$ cat src/rtl/uart_fifo_core.sv
// UART core with TX/RX FIFOs, 16x-oversampled receiver, optional parity and two stop bits.
// Single clock domain. Register strobes come from the ICB decode, as in the 8-bit UART.
module uart_fifo_core #(
    parameter int DATA_W     = 8,
    parameter int FIFO_DEPTH = 4,
    parameter int BAUD_W     = 16
) (
    input  logic              sys_clk,
    input  logic              sys_rst,
    input  logic              uart_con_wr,
    input  logic              uart_baud_wr,
    input  logic              uart_txbuf_wr,
    input  logic              uart_rxbuf_rd,
    input  logic [15:0]       icb_wdat,
    output logic [15:0]       uart_con,
    output logic [BAUD_W-1:0] uart_baud,
    output logic [15:0]       uart_rxbuf,
    input  logic              uart_rx,
    output logic              uart_tx,
    output logic              uart_int
);

    localparam int AW = $clog2(FIFO_DEPTH);

    localparam logic [2:0] ST_IDLE  = 3'd0;
    localparam logic [2:0] ST_START = 3'd1;
    localparam logic [2:0] ST_DATA  = 3'd2;
    localparam logic [2:0] ST_PAR   = 3'd3;
    localparam logic [2:0] ST_STOP  = 3'd4;

    localparam logic [3:0]        LAST_BIT = 4'(DATA_W - 1);
    localparam logic [AW:0]       PTR_ONE  = 1;
    localparam logic [BAUD_W-1:0] BAUD_ONE = 1;

    // Control / status registers
    logic              en, txie, rxie, prty_en, prty_odd, stop2;
    logic              ovf, frame_err, prty_err;
    logic [BAUD_W-1:0] baud;
    logic [BAUD_W-1:0] baud_wval;
    logic              en_nxt;
    logic              flush;

    // TX FIFO
    logic [DATA_W-1:0] tx_mem [FIFO_DEPTH];
    logic [AW:0]       tx_wp, tx_rp;
    logic              tx_empty, tx_full, tx_push, tx_pop;
    logic [DATA_W-1:0] tx_head;

    // TX FSM
    logic [2:0]        tx_state;
    logic [BAUD_W-1:0] tx_bcnt;
    logic [3:0]        tx_tcnt;
    logic [3:0]        tx_bit;
    logic [DATA_W-1:0] tx_sh;
    logic              tx_par;
    logic              tx_line;
    logic              tx_tick, tx_bit_end, tx_load;

    // RX input path and FSM
    logic              rx_s1, rx_s2, rx_d;
    logic              rx_fall;
    logic [2:0]        rx_state;
    logic [BAUD_W-1:0] rx_bcnt;
    logic [3:0]        rx_tcnt;
    logic [3:0]        rx_bit;
    logic [DATA_W-1:0] rx_sh;
    logic              rx_perr;
    logic              rx_tick, rx_sample, rx_stop_smp, rx_good;

    // RX FIFO
    logic [DATA_W-1:0] rx_mem [FIFO_DEPTH];
    logic [AW:0]       rx_wp, rx_rp;
    logic              rx_empty, rx_full, rx_push, rx_pop;
    logic              ovf_set, ferr_set, perr_set;
    logic [15:0]       rxbuf_val;
    logic              txpnd, rxpnd;

    assign baud_wval = BAUD_W'(icb_wdat);
    // Disabling takes effect on the same edge that commits en=0, so the line is idle one cycle after the write.
    assign en_nxt    = uart_con_wr ? icb_wdat[0] : en;
    assign flush     = ~en_nxt;

    always_ff @(posedge sys_clk) begin
        if (sys_rst) begin
            en        <= 1'b0;
            txie      <= 1'b0;
            rxie      <= 1'b0;
            prty_en   <= 1'b0;
            prty_odd  <= 1'b0;
            stop2     <= 1'b0;
            ovf       <= 1'b0;
            frame_err <= 1'b0;
            prty_err  <= 1'b0;
            baud      <= '0;
        end else begin
            if (uart_con_wr) begin
                en       <= icb_wdat[0];
                txie     <= icb_wdat[1];
                rxie     <= icb_wdat[2];
                prty_en  <= icb_wdat[3];
                prty_odd <= icb_wdat[4];
                stop2    <= icb_wdat[5];
            end
            if (uart_baud_wr)
                baud <= baud_wval;
            if (uart_con_wr && icb_wdat[10]) begin
                ovf       <= 1'b0;
                frame_err <= 1'b0;
                prty_err  <= 1'b0;
            end
            // A new error event in the same cycle as a clear is kept
            if (ovf_set)
                ovf <= 1'b1;
            if (ferr_set)
                frame_err <= 1'b1;
            if (perr_set)
                prty_err <= 1'b1;
        end
    end

    assign tx_empty = (tx_wp == tx_rp);
    assign tx_full  = (tx_wp[AW] != tx_rp[AW]) && (tx_wp[AW-1:0] == tx_rp[AW-1:0]);
    assign tx_head  = tx_mem[tx_rp[AW-1:0]];
    assign tx_pop   = tx_load;
    assign tx_push  = uart_txbuf_wr && en && (!tx_full || tx_pop);

    always_ff @(posedge sys_clk) begin
        if (sys_rst || flush) begin
            tx_wp <= '0;
            tx_rp <= '0;
        end else begin
            if (tx_push)
                tx_wp <= tx_wp + PTR_ONE;
            if (tx_pop)
                tx_rp <= tx_rp + PTR_ONE;
        end
    end

    always_ff @(posedge sys_clk) begin
        if (tx_push)
            tx_mem[tx_wp[AW-1:0]] <= icb_wdat[DATA_W-1:0];
    end

    assign tx_tick    = (tx_bcnt >= baud);
    assign tx_bit_end = tx_tick && (tx_tcnt == 4'd15);

    always_comb begin
        tx_load = 1'b0;
        case (tx_state)
            ST_IDLE: tx_load = en && !tx_empty;
            ST_STOP: tx_load = tx_bit_end && !(stop2 && tx_bit == 4'd0) && en && !tx_empty;
            default: tx_load = 1'b0;
        endcase
    end

    always_ff @(posedge sys_clk) begin
        if (sys_rst || flush) begin
            tx_state <= ST_IDLE;
            tx_bcnt  <= '0;
            tx_tcnt  <= '0;
            tx_bit   <= '0;
            tx_sh    <= '0;
            tx_par   <= 1'b0;
            tx_line  <= 1'b1;
        end else begin
            tx_bcnt <= tx_tick ? '0 : tx_bcnt + BAUD_ONE;
            if (tx_tick)
                tx_tcnt <= tx_tcnt + 4'd1;
            if (tx_load) begin
                // Divider restarts so the start bit is a full 16 ticks long
                tx_state <= ST_START;
                tx_line  <= 1'b0;
                tx_sh    <= tx_head;
                tx_par   <= (^tx_head) ^ prty_odd;
                tx_bcnt  <= '0;
                tx_tcnt  <= '0;
                tx_bit   <= '0;
            end else if (tx_bit_end) begin
                case (tx_state)
                    ST_START: begin
                        tx_state <= ST_DATA;
                        tx_line  <= tx_sh[0];
                        tx_bit   <= '0;
                    end
                    ST_DATA: begin
                        if (tx_bit == LAST_BIT) begin
                            tx_bit <= '0;
                            if (prty_en) begin
                                tx_state <= ST_PAR;
                                tx_line  <= tx_par;
                            end else begin
                                tx_state <= ST_STOP;
                                tx_line  <= 1'b1;
                            end
                        end else begin
                            tx_bit  <= tx_bit + 4'd1;
                            tx_sh   <= tx_sh >> 1;
                            tx_line <= tx_sh[1];
                        end
                    end
                    ST_PAR: begin
                        tx_state <= ST_STOP;
                        tx_line  <= 1'b1;
                        tx_bit   <= '0;
                    end
                    ST_STOP: begin
                        if (stop2 && tx_bit == 4'd0) begin
                            tx_bit <= 4'd1;
                        end else begin
                            tx_state <= ST_IDLE;
                            tx_line  <= 1'b1;
                        end
                    end
                    default: tx_state <= ST_IDLE;
                endcase
            end
        end
    end

    // Two-flop synchroniser plus a delay flop for falling-edge detection
    always_ff @(posedge sys_clk) begin
        if (sys_rst) begin
            rx_s1 <= 1'b1;
            rx_s2 <= 1'b1;
            rx_d  <= 1'b1;
        end else begin
            rx_s1 <= uart_rx;
            rx_s2 <= rx_s1;
            rx_d  <= rx_s2;
        end
    end

    assign rx_fall     = rx_d & ~rx_s2;
    assign rx_tick     = (rx_bcnt >= baud);
    assign rx_sample   = rx_tick && (rx_tcnt == 4'd7) && (rx_state != ST_IDLE);
    assign rx_stop_smp = rx_sample && (rx_state == ST_STOP);
    assign rx_good     = rx_stop_smp && rx_s2 && !rx_perr;
    assign ferr_set    = rx_stop_smp && !rx_s2;
    assign perr_set    = rx_stop_smp && rx_perr;

    always_ff @(posedge sys_clk) begin
        if (sys_rst || flush) begin
            rx_state <= ST_IDLE;
            rx_bcnt  <= '0;
            rx_tcnt  <= '0;
            rx_bit   <= '0;
            rx_sh    <= '0;
            rx_perr  <= 1'b0;
        end else begin
            rx_bcnt <= rx_tick ? '0 : rx_bcnt + BAUD_ONE;
            if (rx_tick)
                rx_tcnt <= rx_tcnt + 4'd1;
            case (rx_state)
                ST_IDLE: begin
                    if (rx_fall) begin
                        rx_state <= ST_START;
                        rx_bcnt  <= '0;
                        rx_tcnt  <= '0;
                        rx_perr  <= 1'b0;
                    end
                end
                ST_START: begin
                    if (rx_sample) begin
                        rx_state <= rx_s2 ? ST_IDLE : ST_DATA;
                        rx_bit   <= '0;
                    end
                end
                ST_DATA: begin
                    if (rx_sample) begin
                        rx_sh <= {rx_s2, rx_sh[DATA_W-1:1]};
                        if (rx_bit == LAST_BIT) begin
                            rx_state <= prty_en ? ST_PAR : ST_STOP;
                            rx_bit   <= '0;
                        end else begin
                            rx_bit <= rx_bit + 4'd1;
                        end
                    end
                end
                ST_PAR: begin
                    if (rx_sample) begin
                        rx_perr  <= (rx_s2 != ((^rx_sh) ^ prty_odd));
                        rx_state <= ST_STOP;
                    end
                end
                ST_STOP: begin
                    // Only the first stop bit is checked; return at once to catch the next edge
                    if (rx_sample)
                        rx_state <= ST_IDLE;
                end
                default: rx_state <= ST_IDLE;
            endcase
        end
    end

    assign rx_empty = (rx_wp == rx_rp);
    assign rx_full  = (rx_wp[AW] != rx_rp[AW]) && (rx_wp[AW-1:0] == rx_rp[AW-1:0]);
    assign rx_pop   = uart_rxbuf_rd && !rx_empty;
    assign rx_push  = rx_good && (!rx_full || rx_pop);
    assign ovf_set  = rx_good && rx_full && !rx_pop;

    always_ff @(posedge sys_clk) begin
        if (sys_rst || flush) begin
            rx_wp <= '0;
            rx_rp <= '0;
        end else begin
            if (rx_push)
                rx_wp <= rx_wp + PTR_ONE;
            if (rx_pop)
                rx_rp <= rx_rp + PTR_ONE;
        end
    end

    always_ff @(posedge sys_clk) begin
        if (rx_push)
            rx_mem[rx_wp[AW-1:0]] <= rx_sh;
    end

    always_comb begin
        rxbuf_val = '0;
        if (!rx_empty)
            rxbuf_val[DATA_W-1:0] = rx_mem[rx_rp[AW-1:0]];
    end

    assign txpnd      = tx_empty && (tx_state == ST_IDLE);
    assign rxpnd      = !rx_empty;
    assign uart_con   = {txpnd, rxpnd, tx_full, tx_empty, 3'b000,
                         prty_err, frame_err, ovf,
                         stop2, prty_odd, prty_en, rxie, txie, en};
    assign uart_baud  = baud;
    assign uart_rxbuf = rxbuf_val;
    assign uart_tx    = tx_line;
    assign uart_int   = en & ((txie & txpnd) | (rxie & (rxpnd | ovf | frame_err | prty_err)));

endmodule

$ cat config.mk
export PLATFORM = sky130hd
export DESIGN_NAME = uart_fifo_core
export DESIGN_NICKNAME = d
export VERILOG_FILES = /design/src/rtl/uart_fifo_core.sv
export SDC_FILE = /design/constraint.sdc
export NUM_CORES = 1
export LEC_CHECK = 0
export ABC_AREA = 1
export BUFFER_PORTS_ARGS = -buffer_cell sky130_fd_sc_hd__buf_2
export CAP_MARGIN = 30
export CELL_PAD_IN_SITES_DETAIL_PLACEMENT = 0
export CELL_PAD_IN_SITES_GLOBAL_PLACEMENT = 1
export CORE_ASPECT_RATIO = 0.9
export CORE_MARGIN = 3
export CORE_UTILIZATION = 49
export CTS_CLUSTER_DIAMETER = 40
export DETAILED_ROUTE_END_ITERATION = 7
export GPL_ROUTABILITY_DRIVEN = 0
export GPL_TIMING_DRIVEN = 0
export PLACE_DENSITY_LB_ADDON = 0.1
export SYNTH_ARGS = -nofsm -noshare
export SYNTH_HDL_FRONTEND = slang
export SYNTH_SLANG_ARGS = --single-unit
$ cat constraint.sdc
create_clock -name sys_clk -period 3.45 [get_ports sys_clk]
set_input_delay 0.1725 -clock sys_clk [delete_from_list [all_inputs] [get_ports sys_clk]]
set_output_delay 0.1725 -clock sys_clk [all_outputs]
set_load 0.05 [all_outputs]
==> results of run 1 <==
## through the flow
step	instances	power, W	util (%)	hold WS (ps)
6_report	1386	0.004585	58.53	15.58
2_1_floorplan	1053	0.002589	-	241.6
3_5_place_dp	1349	0.002702	54.80	397.1
3_3_place_gp	1349	0.002702	54.80	392.5
5_1_grt	1386	0.004770	58.53	9.673
4_1_cts	1384	0.004629	58.41	0.9630
## sequential cells by signal, indices dropped and copies added, names as in the netlist, 3 cells and up, named ones only
signal and cells:
rx_bcnt 16, rx_bit 4, rx_mem 32, rx_rp 3
rx_sh 8, rx_state 3, rx_tcnt 4, rx_wp 3
tx_bcnt 16, tx_bit 4, tx_mem 32, tx_rp 3
tx_sh 8, tx_state 3, tx_tcnt 4, tx_wp 3
uart_baud 16
## layout make-up
type                    count  area [sq um]
inverters                 125         471.7
fillers                  1616          7146
well taps                 235         294.0
flip-flops and latches    181          4264
multi-input cells         701          3821
clock inverters            15         166.4
repair buffers             66         355.3
clock buffers              17         425.4
plain buffers              46         285.3
## repair_timing
action | CTS | global route
hold buffers | 3 | 2
setup buffers | 0 | 0
endpoints found under the hold margin | 9 | 5
## worst min-delay path: cells and delay by family
family | cells | cell delay (ps)
buffers and inverters | 1 | 70
AOI/OAI and AO/OA | 2 | 170
## power groups by stage
stage                     logic (W)  clock network [W]  registers (W)
final                      0.000403            0.00193        0.00225
after global routing       0.000449            0.00206        0.00226
after CTS                  0.000404            0.00197        0.00225
after detailed placement   0.000399                  0        0.00230
after global placement     0.000399                  0        0.00230
after floorplan            0.000249                  0        0.00234
## layer usage
layer	wire length (um)	vias to the layer above	global-route usage (%)
li1	-	3600	-
met1	10260	3184	30.96
met2	8699	130	31.58
met3	757	11	3.912
met4	144	0	4.762
met5	0	-	0
## logic make-up (layout without fill, tap and decap cells)
logic type               after synthesis  count (layout)  synth area share (%)
AO/OA/AOI/OAI                        172             172                 10.73
XOR/XNOR                              37              37                 3.681
adder cells (fa/ha/maj)               49              49                 6.963
buffers and inverters                171             269                 8.597
flip-flops                           181             181                 48.43
other                                  1              11               0.04259
AND/OR/NAND/NOR                      432             432                 21.56
## final timing paths
kind	to	slack (ps)	cells past startpoint
min	uart_baud[12]	20	3
min reg2reg	rx_s2	410	1
max	tx_mem[2][0]	330	12
max reg2reg	tx_mem[2][0]	330	12
## cell usage in the layout, fill, tap and decap left out, types with 10 or more instances in the layout
cell type	Yosys	layout
dfxtp_1	117	117
nor3_1	10	10
clkbuf_16	0	17
a21oi_1	79	79
o21ai_0	65	65
buf_4	26	26
nand2_1	169	169
xor2_1	22	22
nor2_1	148	148
clkbuf_1	12	12
inv_1	121	121
conb_1	1	11
nand4_1	13	13
nand3_1	59	59
xnor2_1	15	15
buf_2	6	67
ha_1	49	49
edfxtp_1	64	64
==> flow_metrics.py, run 1 <==
metrics = {
    "setup_path": {
        "crit-reg2reg-launch": "uart_baud[10]",
        "arrival_ps": 3190,
        "worstPathRequired_ps": 3510,
        "start_kind": "flip-flop",
        "crit_buf_inv": 1,
        "critPathSlowestCell": "nor2_1",
        "crit_type": "flip-flop to flip-flop",
        "critPathLaunch": "uart_baud[10]",
        "path_max_fanout": 9,
        "cpPeakStageDelay_ps": 730,
        "end_kind": "flip-flop",
        "path_cells": "inv_1 -> ha_1 -> nand4_1 -> nor3_1 -> nand2_2 -> nand2_4 -> nand2_4 -> nand2_2 -> nand2_4 -> nand2_1 -> nand2_2 -> nor2_1",
        "path_delay_family": "simple AND/OR/NAND/NOR gates",
    },
    "power": {
        "power_leakage_nw": 4.264,
        "p_sw_w": 0.001259,
        "ir_drop_mv": 0.3637,
        "seqPwrFrac_pct": 49.1,
        "p_comb_share_pct": 8.8,
        "p_int_w": 0.003326,
        "switching_share_pct": 27.46,
        "p_clk_share_pct": 42.1,
        "pwr_density_cell_mw_per_mm2": 454.7,
    },
    "synth": {
        "synth_area_leader_cell": "dfxtp_1",
        "synthTopCellsByCount": "nand2_1, nor2_1, inv_1, dfxtp_1, a21oi_1",
        "ys_seq_area_share_pct": 48.43,
        "synthTopCellsByArea": "dfxtp_1, edfxtp_1, nand2_1",
        "synth.avg_cell_area_sq_um": 8.442,
        "synthFlopType": "dfxtp_1",
        "yosys_warnings": 0,
        "syn_area_sq_mm": 0.008805,
        "syn_inst": 1043,
        "synth.distinct_cells": 51,
        "postSynth.asyncResetShare_pct": 0,
        "synth_edf_count": 64,
        "synth_top_cell_area_share_pct": 26.60,
        "yosysMostFrequentCell": "nand2_1",
        "ys_ff_latch": 181,
    },
    "timing": {
        "setup_ws_ps": 325.5,
        "min_period_ps": 3125,
        "finalSetupViolCount": 0,
        "tightestPinTransition_ps": 935.6,
        "setup_tns_ps": 0,
        "grt_setup_unrepaired": "false",
        "slew_violations": 0,
        "fmax_mhz": 320.0,
        "finalHoldViolations": 0,
        "finalClockSkew_ps": 18.09,
        "relSlewSlack_pct": 37.40,
        "period_share_pct": 90.57,
    },
    "clock_tree": {
        "clk_latency_ps": 440,
        "htreeDepth": 4,
        "cts.path.max_buffers": 2,
        "cts_tree": "yes",
        "root_buffer": "clkbuf_16",
        "cts.repair.resized": 0,
        "clk_pin_slew_ps": 80,
        "numCtsBuffers": 17,
        "cts.sink_count": 181,
    },
    "place": {
        "portBuffers": 61,
        "hpwl_um": 14540,
        "pre_cts_slack_ps": 303.5,
        "placed_area_sq_mm": 0.009442,
    },
    "global_route": {
        "grt_max_degree": 21,
        "gr-total-overflow": 0,
        "grt_pass1_vias": 6366,
        "grtUsageTotal_pct": 20.78,
        "grt_pass1_wl_um": 32640,
        "antenna_found_initial": 0,
    },
    "drt": {
        "final_antenna_net_count": 0,
        "routedWlPerCell_um": 14.33,
        "first_iter_violations": 390,
        "dr.pass1.iters": 5,
        "vias_per_cell": 4.996,
        "post-route-drc-count": 0,
        "vias": 6925,
        "wl_um": 19860,
    },
    "outcome": {
        "outcome": "finished clean",
    },
    "final_layout": {
        "drive_above_1_share_pct": 13.38,
        "stdcell_area_sq_mm": 0.01008,
        "layout.nets": 1210,
        "diodes": 0,
        "area_growth_pct": 14.52,
    },
    "hold_path": {
        "worstHoldStart": "icb_wdat[12]",
        "hold_path_class": "input port to flip-flop",
    },
    "floorplanning": {
        "fp.dieH_um": 133.2,
        "num_io_pins": 73,
        "die_area_sq_mm": 0.01962,
        "core_sq_mm": 0.01723,
        "num_rows": 45,
        "start_util_pct": 51.10,
        "die_w_um": 147.3,
    },
    "run": {
        "maxCapViolations": 0,
    },
}
Note: power is estimated with default switching activity, not from simulation.
==> inputs of run 2 (changes only) <==
- CORE_UTILIZATION: 49 -> 45
==> run 2 against run 1 <==
  * Combinational power hardly changed
  * Via count decreased by 2.6%
  * Die area rose by 8.5%
  * Sequential share of layout area is 0.19 points lower
  * Sequential cell count is the same
  * Global-route usage fell by 2.2 points
  * Critical path type unchanged
  * Critical endpoint is now tx_mem[0][5]
  * Highest routed layer unchanged
==> flow_metrics.py, run 2 (synthesis gave the netlist of run 1 again) <==
metrics = {
    "outcome": {
        "outcome": "finished clean",
    },
    "setup_path": {
        "arrival_ps": 3150,
        "path_max_fanout": 9,
        "worstPathRequired_ps": 3530,
        "end_kind": "flip-flop",
        "crit_type": "flip-flop to flip-flop",
        "start_kind": "flip-flop",
    },
    "drt": {
        "dr.pass1.iters": 5,
        "vias_per_cell": 4.826,
        "routedWlPerCell_um": 14.26,
        "wl_um": 19940,
        "final_antenna_net_count": 0,
        "vias": 6747,
        "post-route-drc-count": 0,
        "first_iter_violations": 310,
    },
    "final_layout": {
        "fillers": 1759,
        "layout_commonest_cell": "nand2_1",
        "diodes": 0,
        "final_cell_mix": "nand2_1, nor2_1, inv_1",
        "drive_above_1_share_pct": 13.36,
        "layout.nets": 1212,
        "area_growth_pct": 15.05,
    },
    "timing": {
        "finalClockSkew_ps": 19.24,
        "grt_setup_unrepaired": "false",
        "finalSetupViolCount": 0,
        "setup_tns_ps": 0,
        "min_period_ps": 3072,
        "period_share_pct": 89.04,
        "holdWs_ps": 4.910,
        "relSlewSlack_pct": 41.22,
        "tightestPinTransition_ps": 878.5,
        "slew_violations": 0,
        "fmax_mhz": 325.5,
        "finalHoldViolations": 0,
    },
    "floorplanning": {
        "num_rows": 47,
        "start_util_pct": 46.79,
        "die_area_sq_mm": 0.02128,
        "fp.dieH_um": 138.7,
        "die_w_um": 153.4,
        "num_io_pins": 73,
        "core_sq_mm": 0.01882,
    },
    "hold_path": {
        "hold_path_class": "input port to flip-flop",
    },
    "clock_tree": {
        "htreeDepth": 4,
        "cts.path.max_buffers": 2,
        "cts_tree": "yes",
        "clk_pin_slew_ps": 80,
        "post_cts_buffers": 0,
        "cts.sink_count": 181,
        "root_buffer": "clkbuf_16",
        "numCtsBuffers": 17,
        "clk_latency_ps": 450,
    },
    "global_route": {
        "antenna_found_initial": 0,
        "grt_pass1_vias": 6124,
        "grt_max_degree": 22,
        "gr-total-overflow": 0,
        "grt_pass1_wl_um": 31810,
        "grtUsageTotal_pct": 18.61,
    },
    "power": {
        "ir_drop_mv": 0.2582,
        "power_leakage_nw": 4.278,
        "pwr_density_cell_mw_per_mm2": 460.4,
    },
    "place": {
        "portBuffers": 61,
        "hpwl_um": 14590,
    },
    "run": {
        "maxCapViolations": 0,
    },
}
[run 2: cell count changes in the layout (fill, tap and decap cells not counted), sizes merged]
cell	before	now
dlygate4sd3	5	7
clkinv	5	3
inv	135	137
[run 2: timing repair]
item / CTS / global route
endpoints found under the hold margin: 22 / 0
hold buffers: 7 / 0
gates resized for setup: 0 / 0
[run 2: metal layers]
metal / vias to the layer above / track usage, % / part of all wire [%]
li1: 3599 / - / -
met1: 3024 / 27.17 / 52
met2: 110 / 28.12 / 43
met3: 14 / 4.462 / 4.1
met4: 0 / 4.414 / 1.0
met5: - / 0 / 0
[run 2: worst max-delay path, stage by stage (launching register included)]
cell,delay (ps)
dfxtp_1,360
inv_1,110
ha_1,290
nand2_1,50
inv_1,60
nand2_1,60
nor2_1,100
nor2_1,40
nand2_1,80
nand2_2,120
nand2_4,120
nand2_4,90
nand2_2,100
nand2_4,110
nand2_1,190
nand2_2,130
nor2_1,690
[run 2: path summary, 6_finish.rpt]
check | slack, ps | depth (start not counted) | from | endpoint
max | 380 | 16 | uart_baud[6] | tx_mem[0][5]
min | 5 | 1 | icb_wdat[0] | tx_mem[2][0]
max reg2reg | 380 | 16 | uart_baud[6] | tx_mem[0][5]
min reg2reg | 400 | 1 | rx_s1 | rx_s2
[run 2: report_power, final]
part | switching [W] | internal [W]
Sequential | 0.0000264 | 0.00223
Clock | 0.00101 | 0.000998
Combinational | 0.000287 | 0.000117
Total | 0.00132 | 0.00334
[run 2: per-stage QoR]
stage	area (sq um)	setup slack, ps	util (%)	total power, W	instances
finish	10130	378.2	53.83	0.004664	1398
global route	10130	41.28	53.83	0.004833	1398
CTS	10130	364.2	53.83	0.004702	1398
detailed placement	9454	377.8	50.24	0.002703	1359
global placement	9454	385.8	50.24	0.002701	1359
floorplan	8842	620.4	-	0.002589	1053
[run 2: layout make-up]
class / instances / area [sq um] / share of cell area (%)
well taps: 245 / 306.5 / 3.026
flip-flops and latches: 181 / 4264 / 42.09
clock inverters: 15 / 180.2 / 1.779
inverters: 125 / 471.7 / 4.657
multi-input cells: 701 / 3821 / 37.72
clock buffers: 17 / 425.4 / 4.200
plain buffers: 46 / 285.3 / 2.816
repair buffers: 68 / 375.4 / 3.706
